`config.mk`:
```
export PLATFORM = sky130hd
export DESIGN_NAME = mem_port_arbiter_flat
export DESIGN_NICKNAME = d
export VERILOG_FILES = /design/src/rtl/mem_port_arbiter_if.sv /design/src/rtl/mem_port_arbiter.sv /design/src/flat_wrapper.sv
export SDC_FILE = /design/constraint.sdc
export NUM_CORES = 1
export LEC_CHECK = 0
export BUFFER_PORTS_ARGS = -buffer_cell sky130_fd_sc_hd__buf_2
export CAP_MARGIN = 20
export CORE_MARGIN = 2
export CORE_UTILIZATION = 50
export CTS_CLUSTER_DIAMETER = 40
export CTS_CLUSTER_SIZE = 12
export DETAILED_ROUTE_END_ITERATION = 7
export PLACE_DENSITY_LB_ADDON = 0.25
export SETUP_SLACK_MARGIN = 0.15
export SYNTH_ARGS = -nofsm -noshare
export SYNTH_HDL_FRONTEND = slang
export SYNTH_SLANG_ARGS = --single-unit
```
`constraint.sdc`:
```
create_clock -name clk -period 4.2 [get_ports clk]
set_input_delay 0.42 -clock clk [delete_from_list [all_inputs] [get_ports clk]]
set_output_delay 0.42 -clock clk [all_outputs]
set_load 0.1 [all_outputs]
```
`src/rtl/mem_port_arbiter_if.sv`:
```
// Requester and memory-side signal bundle for mem_port_arbiter.
// slave: the arbiter's view; master: the CPU/memory environment's view.
interface mem_port_arbiter_if #(
    parameter int ADDR_WIDTH = 32,
    parameter int DATA_WIDTH = 32
);
    localparam int STRB_W = DATA_WIDTH / 8;

    logic                  if_req;
    logic [ADDR_WIDTH-1:0] if_addr;
    logic                  if_done;
    logic [DATA_WIDTH-1:0] if_rdata;

    logic                  d_req;
    logic                  d_we;
    logic [ADDR_WIDTH-1:0] d_addr;
    logic [DATA_WIDTH-1:0] d_wdata;
    logic [STRB_W-1:0]     d_wstrb;
    logic                  d_done;
    logic [DATA_WIDTH-1:0] d_rdata;

    logic                  mem_en;
    logic                  mem_we;
    logic [ADDR_WIDTH-1:0] mem_addr;
    logic [DATA_WIDTH-1:0] mem_wdata;
    logic [STRB_W-1:0]     mem_wstrb;
    logic [DATA_WIDTH-1:0] mem_rdata;

    logic                  busy;

    modport slave (
        input  if_req, if_addr, d_req, d_we, d_addr, d_wdata, d_wstrb, mem_rdata,
        output if_done, if_rdata, d_done, d_rdata,
               mem_en, mem_we, mem_addr, mem_wdata, mem_wstrb, busy
    );

    modport master (
        output if_req, if_addr, d_req, d_we, d_addr, d_wdata, d_wstrb, mem_rdata,
        input  if_done, if_rdata, d_done, d_rdata,
               mem_en, mem_we, mem_addr, mem_wdata, mem_wstrb, busy
    );
endinterface

```
`src/rtl/mem_port_arbiter.sv`:
```
// Serialises instruction-fetch and data requests onto one fixed-latency memory port.
// Define ARB_ROUND_ROBIN_EN for round-robin tie-breaking; default is data-over-fetch priority.
module mem_port_arbiter #(
    parameter int ADDR_WIDTH  = 32,
    parameter int DATA_WIDTH  = 32,
    parameter int MEM_LATENCY = 1
) (
    input logic               clk,
    input logic               rst,
    mem_port_arbiter_if.slave bus
);
    localparam int STRB_W = DATA_WIDTH / 8;
    localparam int CNT_W  = (MEM_LATENCY > 1) ? $clog2(MEM_LATENCY) : 1;
    localparam logic [CNT_W-1:0] CNT_INIT = CNT_W'(MEM_LATENCY - 1);

    localparam logic OWN_FETCH = 1'b0;
    localparam logic OWN_DATA  = 1'b1;

    typedef enum logic [1:0] {
        IDLE  = 2'd0,
        ISSUE = 2'd1,
        WAIT  = 2'd2,
        RESP  = 2'd3
    } state_t;

    state_t                state_q, state_d;
    logic                  owner_q, owner_d;
    logic [ADDR_WIDTH-1:0] addr_q, addr_d;
    logic                  we_q, we_d;
    logic [DATA_WIDTH-1:0] wdata_q, wdata_d;
    logic [STRB_W-1:0]     wstrb_q, wstrb_d;
    logic [CNT_W-1:0]      cnt_q, cnt_d;
    logic [DATA_WIDTH-1:0] if_rdata_q, if_rdata_d;
    logic [DATA_WIDTH-1:0] d_rdata_q, d_rdata_d;
    logic                  grant_data;

`ifdef ARB_ROUND_ROBIN_EN
    logic last_owner_q, last_owner_d;

    // On a tie, whoever was not served last wins; a lone requester always wins.
    always_comb begin
        grant_data = bus.d_req && (!bus.if_req || (last_owner_q == OWN_FETCH));
    end

    always_comb begin
        last_owner_d = last_owner_q;
        if ((state_q == IDLE) && (bus.if_req || bus.d_req)) begin
            last_owner_d = grant_data;
        end
    end

    always_ff @(posedge clk) begin
        if (rst) begin
            last_owner_q <= OWN_FETCH;
        end else begin
            last_owner_q <= last_owner_d;
        end
    end
`else
    always_comb begin
        grant_data = bus.d_req;
    end
`endif

    always_comb begin
        state_d    = state_q;
        owner_d    = owner_q;
        addr_d     = addr_q;
        we_d       = we_q;
        wdata_d    = wdata_q;
        wstrb_d    = wstrb_q;
        cnt_d      = cnt_q;
        if_rdata_d = if_rdata_q;
        d_rdata_d  = d_rdata_q;

        case (state_q)
            IDLE: begin
                if (bus.if_req || bus.d_req) begin
                    state_d = ISSUE;
                    if (grant_data) begin
                        owner_d = OWN_DATA;
                        addr_d  = bus.d_addr;
                        we_d    = bus.d_we;
                        wdata_d = bus.d_wdata;
                        // Byte enables are forced low on loads so reads never carry strobes.
                        wstrb_d = bus.d_we ? bus.d_wstrb : '0;
                    end else begin
                        owner_d = OWN_FETCH;
                        addr_d  = bus.if_addr;
                        we_d    = 1'b0;
                        wdata_d = '0;
                        wstrb_d = '0;
                    end
                end
            end
            ISSUE: begin
                cnt_d   = CNT_INIT;
                state_d = WAIT;
            end
            WAIT: begin
                if (cnt_q == '0) begin
                    state_d = RESP;
                    if (!we_q) begin
                        if (owner_q == OWN_DATA) begin
                            d_rdata_d = bus.mem_rdata;
                        end else begin
                            if_rdata_d = bus.mem_rdata;
                        end
                    end
                end else begin
                    cnt_d = cnt_q - 1'b1;
                end
            end
            RESP: begin
                state_d = IDLE;
            end
            default: begin
                state_d = IDLE;
            end
        endcase
    end

    always_ff @(posedge clk) begin
        if (rst) begin
            state_q    <= IDLE;
            owner_q    <= OWN_FETCH;
            addr_q     <= '0;
            we_q       <= 1'b0;
            wdata_q    <= '0;
            wstrb_q    <= '0;
            cnt_q      <= '0;
            if_rdata_q <= '0;
            d_rdata_q  <= '0;
        end else begin
            state_q    <= state_d;
            owner_q    <= owner_d;
            addr_q     <= addr_d;
            we_q       <= we_d;
            wdata_q    <= wdata_d;
            wstrb_q    <= wstrb_d;
            cnt_q      <= cnt_d;
            if_rdata_q <= if_rdata_d;
            d_rdata_q  <= d_rdata_d;
        end
    end

    // The memory strobe and done pulses are pure state decodes, so each lasts one cycle.
    assign bus.mem_en    = (state_q == ISSUE);
    assign bus.mem_we    = (state_q == ISSUE) && we_q;
    assign bus.mem_addr  = addr_q;
    assign bus.mem_wdata = wdata_q;
    assign bus.mem_wstrb = wstrb_q;
    assign bus.if_done   = (state_q == RESP) && (owner_q == OWN_FETCH);
    assign bus.d_done    = (state_q == RESP) && (owner_q == OWN_DATA);
    assign bus.if_rdata  = if_rdata_q;
    assign bus.d_rdata   = d_rdata_q;
    assign bus.busy      = (state_q != IDLE);
endmodule

```
`src/flat_wrapper.sv`:
```
// flat-port wrapper written by rule: the top's interface ports become plain ports
module mem_port_arbiter_flat 
#(
    parameter int ADDR_WIDTH  = 32,
    parameter int DATA_WIDTH  = 32,
    parameter int MEM_LATENCY = 1
)
  (clk, rst, bus_if_req, bus_if_addr, bus_d_req, bus_d_we, bus_d_addr, bus_d_wdata, bus_d_wstrb, bus_mem_rdata, bus_if_done, bus_if_rdata, bus_d_done, bus_d_rdata, bus_mem_en, bus_mem_we, bus_mem_addr, bus_mem_wdata, bus_mem_wstrb, bus_busy);
  mem_port_arbiter_if #(.ADDR_WIDTH(ADDR_WIDTH), .DATA_WIDTH(DATA_WIDTH)) bus_i ();
  input logic clk;
  input logic rst;
  input wire logic [$bits(bus_i.if_req)-1:0] bus_if_req;
  input wire logic [$bits(bus_i.if_addr)-1:0] bus_if_addr;
  input wire logic [$bits(bus_i.d_req)-1:0] bus_d_req;
  input wire logic [$bits(bus_i.d_we)-1:0] bus_d_we;
  input wire logic [$bits(bus_i.d_addr)-1:0] bus_d_addr;
  input wire logic [$bits(bus_i.d_wdata)-1:0] bus_d_wdata;
  input wire logic [$bits(bus_i.d_wstrb)-1:0] bus_d_wstrb;
  input wire logic [$bits(bus_i.mem_rdata)-1:0] bus_mem_rdata;
  output wire logic [$bits(bus_i.if_done)-1:0] bus_if_done;
  output wire logic [$bits(bus_i.if_rdata)-1:0] bus_if_rdata;
  output wire logic [$bits(bus_i.d_done)-1:0] bus_d_done;
  output wire logic [$bits(bus_i.d_rdata)-1:0] bus_d_rdata;
  output wire logic [$bits(bus_i.mem_en)-1:0] bus_mem_en;
  output wire logic [$bits(bus_i.mem_we)-1:0] bus_mem_we;
  output wire logic [$bits(bus_i.mem_addr)-1:0] bus_mem_addr;
  output wire logic [$bits(bus_i.mem_wdata)-1:0] bus_mem_wdata;
  output wire logic [$bits(bus_i.mem_wstrb)-1:0] bus_mem_wstrb;
  output wire logic [$bits(bus_i.busy)-1:0] bus_busy;
  assign bus_i.if_req = bus_if_req;
  assign bus_i.if_addr = bus_if_addr;
  assign bus_i.d_req = bus_d_req;
  assign bus_i.d_we = bus_d_we;
  assign bus_i.d_addr = bus_d_addr;
  assign bus_i.d_wdata = bus_d_wdata;
  assign bus_i.d_wstrb = bus_d_wstrb;
  assign bus_i.mem_rdata = bus_mem_rdata;
  assign bus_if_done = bus_i.if_done;
  assign bus_if_rdata = bus_i.if_rdata;
  assign bus_d_done = bus_i.d_done;
  assign bus_d_rdata = bus_i.d_rdata;
  assign bus_mem_en = bus_i.mem_en;
  assign bus_mem_we = bus_i.mem_we;
  assign bus_mem_addr = bus_i.mem_addr;
  assign bus_mem_wdata = bus_i.mem_wdata;
  assign bus_mem_wstrb = bus_i.mem_wstrb;
  assign bus_busy = bus_i.busy;
  mem_port_arbiter #(.ADDR_WIDTH(ADDR_WIDTH), .DATA_WIDTH(DATA_WIDTH), .MEM_LATENCY(MEM_LATENCY)) u_core (.clk(clk), .rst(rst), .bus(bus_i));
endmodule
```
# Word-level counts from Yosys, hierarchy flattened
# Cells that the tools add are included.
# word_totals
in_bits	137
word_cells	40
register_bits	137
# op_classes
n_bitwise	3
n_mux	11
addsub	1
n_reduce_logical	11
eq_ne	5
# op_table
op	count
$mux W32	2
$mux W4	2
$pmux W2 S4	1
$reduce_and A4 Y1	2
$eq A2 B2 Y1 const B	2
$mux W2	2
$reduce_and A2 Y1	2
$reduce_bool A2 Y1	2
$logic_and A1 B1 Y1	3
$mux W1	3
$not A1 Y1	3
$eq A2 B1 Y1 const B	1
$logic_not A2 Y1	1
$ne A2 B1 Y1 const B	1
$ne A2 B2 Y1 const B	1
$pmux W1 S2	1
$logic_or A1 B1 Y1	1
$sub A1 B1 Y1 const B	1

# Longest topological paths before layout
# Gate-level depths: netlist (run 1).
# depth
word_depth	3
ltp_mapped	7

# Worst setup path after synthesis (run 1)
# OpenSTA, ideal clock, no wires.
# synth_path
path_kind	register to output
from	reg u_core.state_q[1]
to	out bus_mem_we
t_arrival_ns	2.045
t_required_ns	3.780
path_buffers	0
path_slack_ns	1.735
path_stages_with_launch	4
cell_sequence	dfxtp_1 inv_1 ha_1 and2_1
# synth_via
elab_chain_len	2
# synth_lines
element	line_no	source
start: declaration	mem_port_arbiter.sv:26	state_t state_q, state_d;
start signal: assignment	mem_port_arbiter.sv:135	state_q <= state_d;
$eq A2 B1 Y1	--	
via bus_mem_en	flat_wrapper.sv:24	output wire logic [$bits(bus_i.mem_en)-1:0] bus_mem_en;
$logic_and A1 B1 Y1	mem_port_arbiter.sv:149	assign bus.mem_we = (state_q == ISSUE) && we_q;
end: declaration	flat_wrapper.sv:25	output wire logic [$bits(bus_i.mem_we)-1:0] bus_mem_we;
# The timed path passes the listed nets, and every way through them passes these cells.

# Final worst setup path (run 1)
# layout_path
from	in rst
to	reg u_core.wdata_q[23], in the netlist u_core.bus.mem_wdata[23]
# layout_lines
element	line_no	source
start: declaration	flat_wrapper.sv:11	input logic rst;
end signal: assignment	mem_port_arbiter.sv:139	wdata_q <= wdata_d;
end: declaration	mem_port_arbiter.sv:30	logic [DATA_WIDTH-1:0] wdata_q, wdata_d;
# No word-level cell between the ends.

==> metrics.csv, run 1 <==
stage,metric,value,unit
sta,holdWs,0.2229,ns
synth,syn-cell-area,0.005707,sq mm
synth,syn-num-nets,655,
die,core,0.01127,sq mm
detailed_routing,vias,4783,
synth,ys_ff_latch,136,
clock_tree,clk_latency,0.41,ns
finish,drive_gt1_frac,0.4083,
sta,rsz0062_at_grt,false,
die,start_util,0.5063,
die,num_rows,39,
place,gp_routability_congestion,0.8103,
synth,synthArstFlopShare,0,
detailed_routing,drc,0,
die,die-area,0.01228,sq mm
critical_path,worst_ep_arrival_time,2.67,ns
synth,synth_edf_count,0,
finish,final_area,0.007679,sq mm
synth,syn-instance-count,514,
finish,final_nets,904,
finish,final_cell_mix,"buf_2 (273), dfxtp_1 (136), nand2b_1 (135), mux2i_1 (101), o32ai_1 (33)",
detailed_routing,drt_iter0_drc,296,
pwr,ir_drop,454.4,uV
clock_tree,numCtsBuffers,17,
detailed_routing,dr.pass1.iters,4,
clock_tree,cts.sinks,136,
die,die_x,110.8,um
sta,tightestPinTransition,1.025,ns
clock_tree,cts.htree.levels,4,
clock_tree,root_buffer,clkbuf_16,
detailed_routing,wl_per_cell,15.63,um
critical_path,end_kind,flip-flop,
worst_hold_path,hold_start,bus_d_wdata[3],
run_status,outcome,finished clean,
clock_tree,ctsLongestPathBuffers,2,
synth,ys_seq_area_frac,0.4771,
global_routing,met2_usage,0.3988,
synth,yosysWarnings,0,
place,dp_hpwl,10.13,mm
synth,syn_avg_cell_area,11.10,sq um
critical_path,r2r_start,u_core.state_q[0],
critical_path,worst_ep_required_time,4.49,ns
global_routing,grt_pass1_wl,22.94,mm
sta,fmax,0.4192,GHz
place,numPortBuffers,273,
clock_tree,cts_tree,yes,
critical_path,cp_max_fo,106,
global_routing,grt_pass1_vias,4845,
sta,setup_viol,0,
global_routing,antenna_found_initial,2,
pwr,power_density,774.5,mW/mm^2
clock_tree,post_cts.repair.setup_buffers,0,
critical_path,crit_start,rst,
flow_run,cap_violations,0,
global_routing,grt_usage,0.2293,
critical_path,cp-start-kind,input pin,
sta,hold_violations,0,
finish,nFillCells,877,
clock_tree,hold_buffers,0,
sta,drv_slew,0,
detailed_routing,viasPerCell,5.205,
sta,fin_tns_setup,0,ns
sta,skew,0.007334,ns
sta,period_minus_slack,2.386,ns
pwr,power.leakage,3.713,nW
synth,yosysUniqueCellTypes,27,
sta,max_slew_margin,0.3168,
finish,fin_util,0.6812,
die,die_h,110.8,um
global_routing,busiest_layer,met2,
finish,syn_to_final_growth,34.55,%
critical_path,path_class,in -> reg,
global_routing,grt_max_degree,107,
finish,layout_commonest_cell,buf_2,
sta,period_share,0.5680,
place,placed_area,0.007002,sq mm
clock_tree,clk_pin_slew,0.06,ns
worst_hold_path,hold_class,in -> reg,
global_routing,met3_usage,0.06944,
global_routing,met1_usage,0.2617,
detailed_routing,ant_nets,0,
clock_tree,cts_resized,0,
detailed_routing,wl,14.36,mm
synth,synth-main-ff-cell,dfxtp_1,
die,ios,274,
global_routing,grt-ovfl-total,0,
through the flow:
| step | setup WS (ns) | power (mW) | instances |
|---|---|---|---|
| 5_1_grt | 1.548 | 6.162 | 919 |
| 4_1_cts | 1.858 | 5.935 | 915 |
| 3_5_place_dp | 1.429 | 4.383 | 885 |
| 6_report | 1.814 | 5.947 | 919 |
| 2_1_floorplan | 1.735 | 4.003 | 514 |
| 3_3_place_gp | 1.558 | 4.330 | 883 |
cell type report:
cell class | count | area (sq um) | area share
Sequential cell | 136 | 2723 | 0.3546
Multi-Input combinational cell | 323 | 2663 | 0.3467
Timing Repair Buffer | 280 | 1474 | 0.1920
Clock buffer | 18 | 439.2 | 0.05719
Tap cell | 143 | 178.9 | 0.02330
Clock inverter | 12 | 177.7 | 0.02314
Inverter | 5 | 18.77 | 0.002444
Antenna cell | 2 | 5.005 | 0.0006518
where the power goes:
part           leakage, nW  total (mW)  internal [mW]  switching, mW
registers             1.11        1.65           1.53          0.124
clock network        0.290        1.55           1.00          0.545
logic                 2.31        2.75          0.532           2.22
total                 3.71        5.95           3.06           2.89
flip-flops by register name (all words and copies together) (netlist names):
register              cells
u_core.bus.if_rdata      32
u_core.bus.d_rdata       32
u_core.owner_q            1
u_core.bus.mem_wdata     32
u_core.bus.mem_addr      32
u_core.state_q            2
u_core.bus.mem_wstrb      4
u_core.we_q               1
worst max-delay path: stages:
cell	delay (ns)
buf_2	0.40
buf_4	0.67
inv_1	0.67
a32o_1	0.45
worst paths after layout:
path                         endpoint  slack [ns]  cells after the start
max          u_core.bus.mem_wdata[23]        1.81                      4
min           u_core.bus.mem_wdata[3]        0.22                      2
max reg2reg   u_core.bus.if_rdata[13]        2.12                      5
min reg2reg   u_core.bus.if_rdata[30]        0.47                      2
cell usage after synthesis, types with 2 or more instances:
cell	count	area share
a32o_1	32	0.056
buf_1	2	0.0013
buf_12	3	0.011
buf_2	19	0.017
buf_4	4	0.0053
buf_6	4	0.0079
clkbuf_1	18	0.012
dfxtp_1	136	0.48
ha_1	4	0.0088
inv_1	5	0.0033
mux2i_1	101	0.18
nand2b_1	135	0.15
nand4b_1	4	0.0061
nor2_1	2	0.0013
o32ai_1	33	0.051
routing by layer:
layer,share of wire,vias to the layer above
met2,0.49,201
li1,-,2331
met1,0.41,2227
met5,0,-
met3,0.073,24
met4,0.024,0
kinds of logic after synthesis:
kind of cell / Yosys count / share of synthesized area
AND/OR/NAND/NOR: 149 / 0.1662
flip-flops: 136 / 0.4771
multiplexers: 101 / 0.1772
AO/OA/AOI/OAI: 69 / 0.1140
buffers and inverters: 55 / 0.05679
adder cells (fa/ha/maj): 4 / 0.008770
No activity file was read; power rests on OpenSTA's default activity.
==> run 2: changes to the inputs <==
--- a/config.mk
+++ b/config.mk
@@ -8,7 +8,7 @@
 export BUFFER_PORTS_ARGS = -buffer_cell sky130_fd_sc_hd__buf_2
 export CAP_MARGIN = 20
 export CORE_MARGIN = 2
-export CORE_UTILIZATION = 50
+export CORE_UTILIZATION = 42
 export CTS_CLUSTER_DIAMETER = 40
 export CTS_CLUSTER_SIZE = 12
 export DETAILED_ROUTE_END_ITERATION = 7
==> constraint.sdc (replaced) <==
create_clock -name clk -period 2.1 [get_ports clk]
set_input_delay 0.21 -clock clk [delete_from_list [all_inputs] [get_ports clk]]
set_output_delay 0.21 -clock clk [all_outputs]
set_load 0.1 [all_outputs]
==> metrics.csv, run 2 (synthesis gave the netlist of run 1 again) <==
stage,metric,value,unit,change
run_status,outcome,finished clean,,
sta,max_slew_margin,0.3398,,+0.02305
critical_path,worst_ep_arrival_time,1.59,ns,-1.08 ns
pwr,power.leakage,3.736,nW,+0.61%
critical_path,worst_ep_required_time,1.89,ns,-2.60 ns
flow_run,cap_violations,0,,unchanged
pwr,ir_drop,1033,uV,+130%
sta,drv_slew,0,,unchanged
finish,final_nets,915,,+1.2%
critical_path,r2r_start,u_core.state_q[0],,
clock_tree,ctsLongestPathBuffers,2,,unchanged
critical_path,r2r_slack,0.31,ns,-1.81 ns
global_routing,grt-ovfl-total,0,,unchanged
clock_tree,post_cts.repair.setup_buffers,0,,unchanged
die,ios,274,,unchanged
worst_hold_path,hold_class,in -> reg,,
sta,fmax,0.5559,GHz,
die,die_x,120.6,um,+8.8%
finish,layout_commonest_cell,buf_2,,
detailed_routing,drt_iter0_drc,228,,-23%
sta,fin_tns_setup,0,ns,unchanged
sta,period_minus_slack,1.799,ns,
detailed_routing,drc,0,,unchanged
die,start_util,0.4309,,-0.07534
clock_tree,cts.htree.levels,4,,unchanged
sta,rsz0062_at_grt,false,,
critical_path,end_kind,output port,,
die,die-area,0.01454,sq mm,+18%
sta,hold_violations,0,,unchanged
die,num_rows,42,,+7.7%
pwr,power,11.49,mW,+93%
die,core,0.01324,sq mm,+17%
global_routing,grt_usage,0.1966,,-0.03271
place,placed_area,0.007099,sq mm,+1.4%
place,placed_cells,922,,+4.2%
worst_hold_path,hold_depth,2,,unchanged
pwr,power_density,1485,mW/mm^2,+92%
worst_hold_path,hold_start,bus_d_wdata[12],,
sta,tightestPinTransition,0.9892,ns,-0.03567 ns
clock_tree,root_buffer,clkbuf_16,,
clock_tree,clk_pin_slew,0.05,ns,about the same
global_routing,grt_pass1_vias,4669,,-3.6%
detailed_routing,viasPerCell,4.996,,-4.0%
critical_path,cp_max_fo,4,,-96%
critical_path,crit_start,u_core.state_q[1],,
critical_path,cp-start-kind,flip-flop,,
place,numPortBuffers,273,,unchanged
detailed_routing,ant_nets,0,,unchanged
clock_tree,clk_latency,0.40,ns,about the same
global_routing,grt_pass1_wl,22.76,mm,-0.75%
clock_tree,numCtsBuffers,17,,unchanged
critical_path,path_class,reg -> out,,
sta,period_share,0.8565,,
detailed_routing,wl,14.87,mm,+3.5%
clock_tree,cts_tree,yes,,
place,gp_routability_congestion,0.7674,,-5.3%
finish,syn_to_final_growth,35.61,%,
clock_tree,cts.sinks,136,,unchanged
critical_path,r2r_cells,5,,unchanged
detailed_routing,dr.pass1.iters,4,,unchanged
finish,final_area,0.007739,sq mm,+0.78%
detailed_routing,vias,4811,,+0.59%
finish,final_cells,963,,+4.8%
global_routing,grt_max_degree,103,,-3.7%
global_routing,antenna_found_initial,1,,-1
detailed_routing,wl_per_cell,15.44,um,-1.2%
finish,final_cell_mix,"buf_2 (272), dfxtp_1 (136), nand2b_1 (135), mux2i_1 (101), o32ai_1 (33)",,
die,die_h,120.6,um,+8.8%
sta,setup_viol,0,,unchanged
finish,drive_gt1_frac,0.4046,,-0.003689
place,dp_hpwl,10.53,mm,+3.9%
sta,skew,0.006731,ns,-0.0006034 ns
==> run 2: timing repair <==
action	in CTS	in global routing
endpoints found under the setup margin	1	1
gates resized for setup	1	1
hold endpoints to repair	4	5
hold buffers	4	5
pin swaps	0	0
==> run 2: cell type report <==
type	count	area (sq um)
Antenna cell	1	2.502
Clock buffer	22	464.2
Clock inverter	9	76.32
Fill cell	1173	5504
Inverter	5	18.77
Multi-Input combinational cell	323	2666
Sequential cell	136	2723
Tap cell	176	220.2
Timing Repair Buffer	291	1568
==> run 2: report_power, final <==
part           leakage [nW]  internal (mW)  switching, mW  total [mW]
registers              1.11           3.05          0.255        3.31
logic                  2.36           1.04           4.44        5.49
clock network         0.269           1.67           1.02        2.70
total                  3.74           5.77           5.72        11.5
==> run 2: worst paths after layout <==
kind / endpoint
max: bus_mem_we
min: u_core.bus.mem_wdata[12]
max reg2reg: u_core.bus.if_rdata[3]
min reg2reg: u_core.bus.if_rdata[5]
==> run 2: metal layers <==
layer | up-vias | wire [um] | GRT usage
li1 | 2349 | - | -
met1 | 2262 | 6196 | 0.2308
met2 | 175 | 7408 | 0.3287
met3 | 25 | 982 | 0.06226
met4 | 0 | 279 | 0.08648
met5 | - | 0 | 0
==> run 2: through the flow <==
stage	utilization	worst slack [ns]	hold WS (ns)
4_1_cts	0.5801	0.2590	0.0008173
2_1_floorplan	-	0.4193	0.3358
3_5_place_dp	0.5361	0.3143	0.4242
5_1_grt	0.5844	0.1817	0.0007800
3_3_place_gp	0.5361	0.4066	0.4189
6_report	0.5844	0.3012	0.02326
==> run 2: critical path, cell delays in order (launching register included) <==
cell     delay (ns)
dfxtp_1        0.34
inv_1          0.10
ha_2           0.18
and2_2         0.14
buf_2          0.43
==> run 3: changes to the inputs <==
--- a/config.mk
+++ b/config.mk
@@ -7,8 +7,10 @@
 export LEC_CHECK = 0
 export BUFFER_PORTS_ARGS = -buffer_cell sky130_fd_sc_hd__buf_2
 export CAP_MARGIN = 20
-export CORE_MARGIN = 2
-export CORE_UTILIZATION = 42
+export CELL_PAD_IN_SITES_DETAIL_PLACEMENT = 1
+export CELL_PAD_IN_SITES_GLOBAL_PLACEMENT = 1
+export CORE_MARGIN = 5
+export CORE_UTILIZATION = 31
 export CTS_CLUSTER_DIAMETER = 40
 export CTS_CLUSTER_SIZE = 12
 export DETAILED_ROUTE_END_ITERATION = 7
==> metrics.csv, run 3 (synthesis gave the netlist of run 1 again) <==
stage,metric,value,unit,change
run_status,outcome,finished clean,,
clock_tree,cts_tree,yes,,
detailed_routing,drt_iter0_drc,187,,-18%
clock_tree,clk_pin_slew,0.06,ns,about the same
pwr,power,11.77,mW,+2.4%
sta,fin_tns_setup,0,ns,unchanged
detailed_routing,dr.pass1.iters,4,,unchanged
global_routing,grt_pass1_vias,5406,,+16%
pwr,pwr-share-clk,0.248,,+0.013
clock_tree,root_buffer,clkbuf_16,,
detailed_routing,vias,4930,,+2.5%
critical_path,worst_ep_arrival_time,1.62,ns,+0.03 ns
worst_hold_path,hold_class,in -> reg,,
place,numPortBuffers,273,,unchanged
finish,fin_util,0.4404,,-0.1440
critical_path,cp_cell_sequence,inv_1 > ha_2 > and2_2 > buf_2,,
global_routing,grt_max_degree,82,,-20%
finish,drive_gt1_frac,0.4028,,-0.001820
worst_hold_path,hold_start,bus_d_wdata[25],,
critical_path,end_kind,output port,,
global_routing,antenna_found_initial,1,,unchanged
critical_path,worst-path-buf-inv,2,,unchanged
pwr,seqPwrFrac,0.282,,-0.006
global_routing,met1_usage,0.1908,,-0.03999
place,dp_hpwl,13.29,mm,+26%
critical_path,cp_top_family,buffers and inverters,,
pwr,power_density,1483,mW/mm^2,-0.13%
die,core,0.01802,sq mm,+36%
flow_run,cap_violations,0,,unchanged
place,placed_area,0.007166,sq mm,+0.93%
pwr,swShare,0.5024,,+0.004588
sta,setup_viol,0,,unchanged
sta,period_minus_slack,1.829,ns,+0.02997 ns
place,pre_cts_ws,0.2371,ns,-0.07721 ns
die,num_rows,49,,+17%
clock_tree,cts.htree.levels,4,,unchanged
detailed_routing,wl,18.11,mm,+22%
place,gp_routability_congestion,0.7731,,+0.74%
sta,hold_violations,0,,unchanged
critical_path,path_class,reg -> out,,
die,die_h,145.7,um,+21%
sta,skew,0.01407,ns,+0.007336 ns
sta,tightestPinTransition,1.070,ns,+0.08054 ns
global_routing,grt_usage,0.1680,,-0.02861
critical_path,r2r_end,u_core.bus.if_rdata[11],,
pwr,p_switching,5.914,mW,+3.4%
sta,setup_slack,0.2713,ns,-0.02997 ns
critical_path,slowest_delay,0.46,ns,+0.03 ns
sta,period_share,0.8708,,+0.01427
clock_tree,cts.sinks,136,,unchanged
global_routing,met3_usage,0.06633,,+0.004070
critical_path,slowest_stage,buf_2,,
pwr,ir_drop,729.8,uV,-29%
pwr,pwr-share-comb,0.470,,-0.007
die,die_x,145.7,um,+21%
worst_hold_path,min_to,u_core.bus.mem_wdata[25],,
global_routing,busiest_layer,met2,,
die,ios,274,,unchanged
global_routing,met2_usage,0.2913,,-0.03742
pwr,p_int,5.857,mW,+1.5%
sta,fmax,0.5468,GHz,-1.6%
finish,layout_commonest_cell,buf_2,,
clock_tree,ctsLongestPathBuffers,2,,unchanged
global_routing,grt_pass1_wl,29.23,mm,+28%
pwr,power.leakage,3.793,nW,+1.5%
critical_path,r2r_slack,0.32,ns,about the same
sta,rsz0062_at_grt,false,,
detailed_routing,viasPerCell,4.800,,-3.9%
detailed_routing,ant_nets,0,,unchanged
critical_path,cp-start-kind,flip-flop,,
die,start_util,0.3166,,-0.1143
worst_hold_path,hold_depth,2,,unchanged
finish,final_cell_mix,"buf_2 (272), dfxtp_1 (136), nand2b_1 (135), mux2i_1 (101), o32ai_1 (33)",,
critical_path,cp_max_fo,4,,unchanged
finish,final_nets,925,,+1.1%
critical_path,r2r_cells,5,,unchanged
clock_tree,post_cts.repair.setup_buffers,0,,unchanged
die,die-area,0.02122,sq mm,+46%
critical_path,worst_ep_required_time,1.89,ns,about the same
clock_tree,numCtsBuffers,17,,unchanged
global_routing,grt-ovfl-total,0,,unchanged
finish,final_area,0.007938,sq mm,+2.6%
finish,syn_to_final_growth,39.09,%,
sta,drv_slew,0,,unchanged
detailed_routing,wl_per_cell,17.63,um,+14%
critical_path,r2r_start,u_core.state_q[0],,
critical_path,critical_path_depth,4,,unchanged
detailed_routing,drc,0,,unchanged
clock_tree,clk_latency,0.41,ns,about the same
sta,max_slew_margin,0.2861,,-0.05375
==> run 3: layout make-up <==
| class | count | area (sq um) |
|---|---|---|
| Inverter | 5 | 18.77 |
| Timing Repair Buffer | 301 | 1664 |
| Antenna cell | 1 | 2.502 |
| Clock inverter | 14 | 147.6 |
| Clock buffer | 18 | 429.2 |
| Tap cell | 229 | 286.5 |
| Multi-Input combinational cell | 323 | 2666 |
| Fill cell | 2083 | 10090 |
| Sequential cell | 136 | 2723 |
==> run 3: how the worst max path moves through the flow <==
stage | start | end
after floorplan | u_core.state_q[1] | bus_mem_we
after global placement | rst | u_core.bus.mem_wdata[14]
after detailed placement | rst | u_core.bus.mem_wdata[17]
after CTS | u_core.state_q[1] | bus_mem_we
after global routing | u_core.state_q[1] | bus_mem_we
final | u_core.state_q[1] | bus_mem_we
==> run 3: metal layers <==
layer,part of all wire,vias up
li1,-,2374
met1,0.40,2356
met2,0.51,180
met3,0.075,20
met4,0.017,0
met5,0,-
==> run 3: per-stage QoR <==
stage | hold WS, ns | std cells
floorplan | 0.3358 | 514
global placement | 0.4217 | 975
detailed placement | 0.4268 | 975
CTS | 0.00002584 | 1024
global route | 0.003292 | 1027
finish | 0.01892 | 1027
==> run 3: power by group through the flow <==
stage	clock [mW]	combinational, mW	sequential [mW]
after floorplan	0	1.57	6.45
after global placement	0	5.45	3.35
after detailed placement	0	5.55	3.37
after CTS	3.02	5.59	3.32
after global routing	3.13	5.78	3.38
final	2.92	5.54	3.32
==> run 3: worst register-to-register path: cells and delay by family, from the launching register on <==
| family | cells | cell delay, ns |
|---|---|---|
| fa+ha+maj | 1 | 0.20 |
| buf+inv | 2 | 0.35 |
| flops | 1 | 0.33 |
| mux | 1 | 0.16 |
| simple gates | 1 | 0.63 |
==> run 3: repair_timing <==
item / CTS / global route
gates resized for setup: 1 / 0
hold endpoints to repair: 17 / 2
hold buffers: 17 / 2
endpoints found under the setup margin: 1 / 0
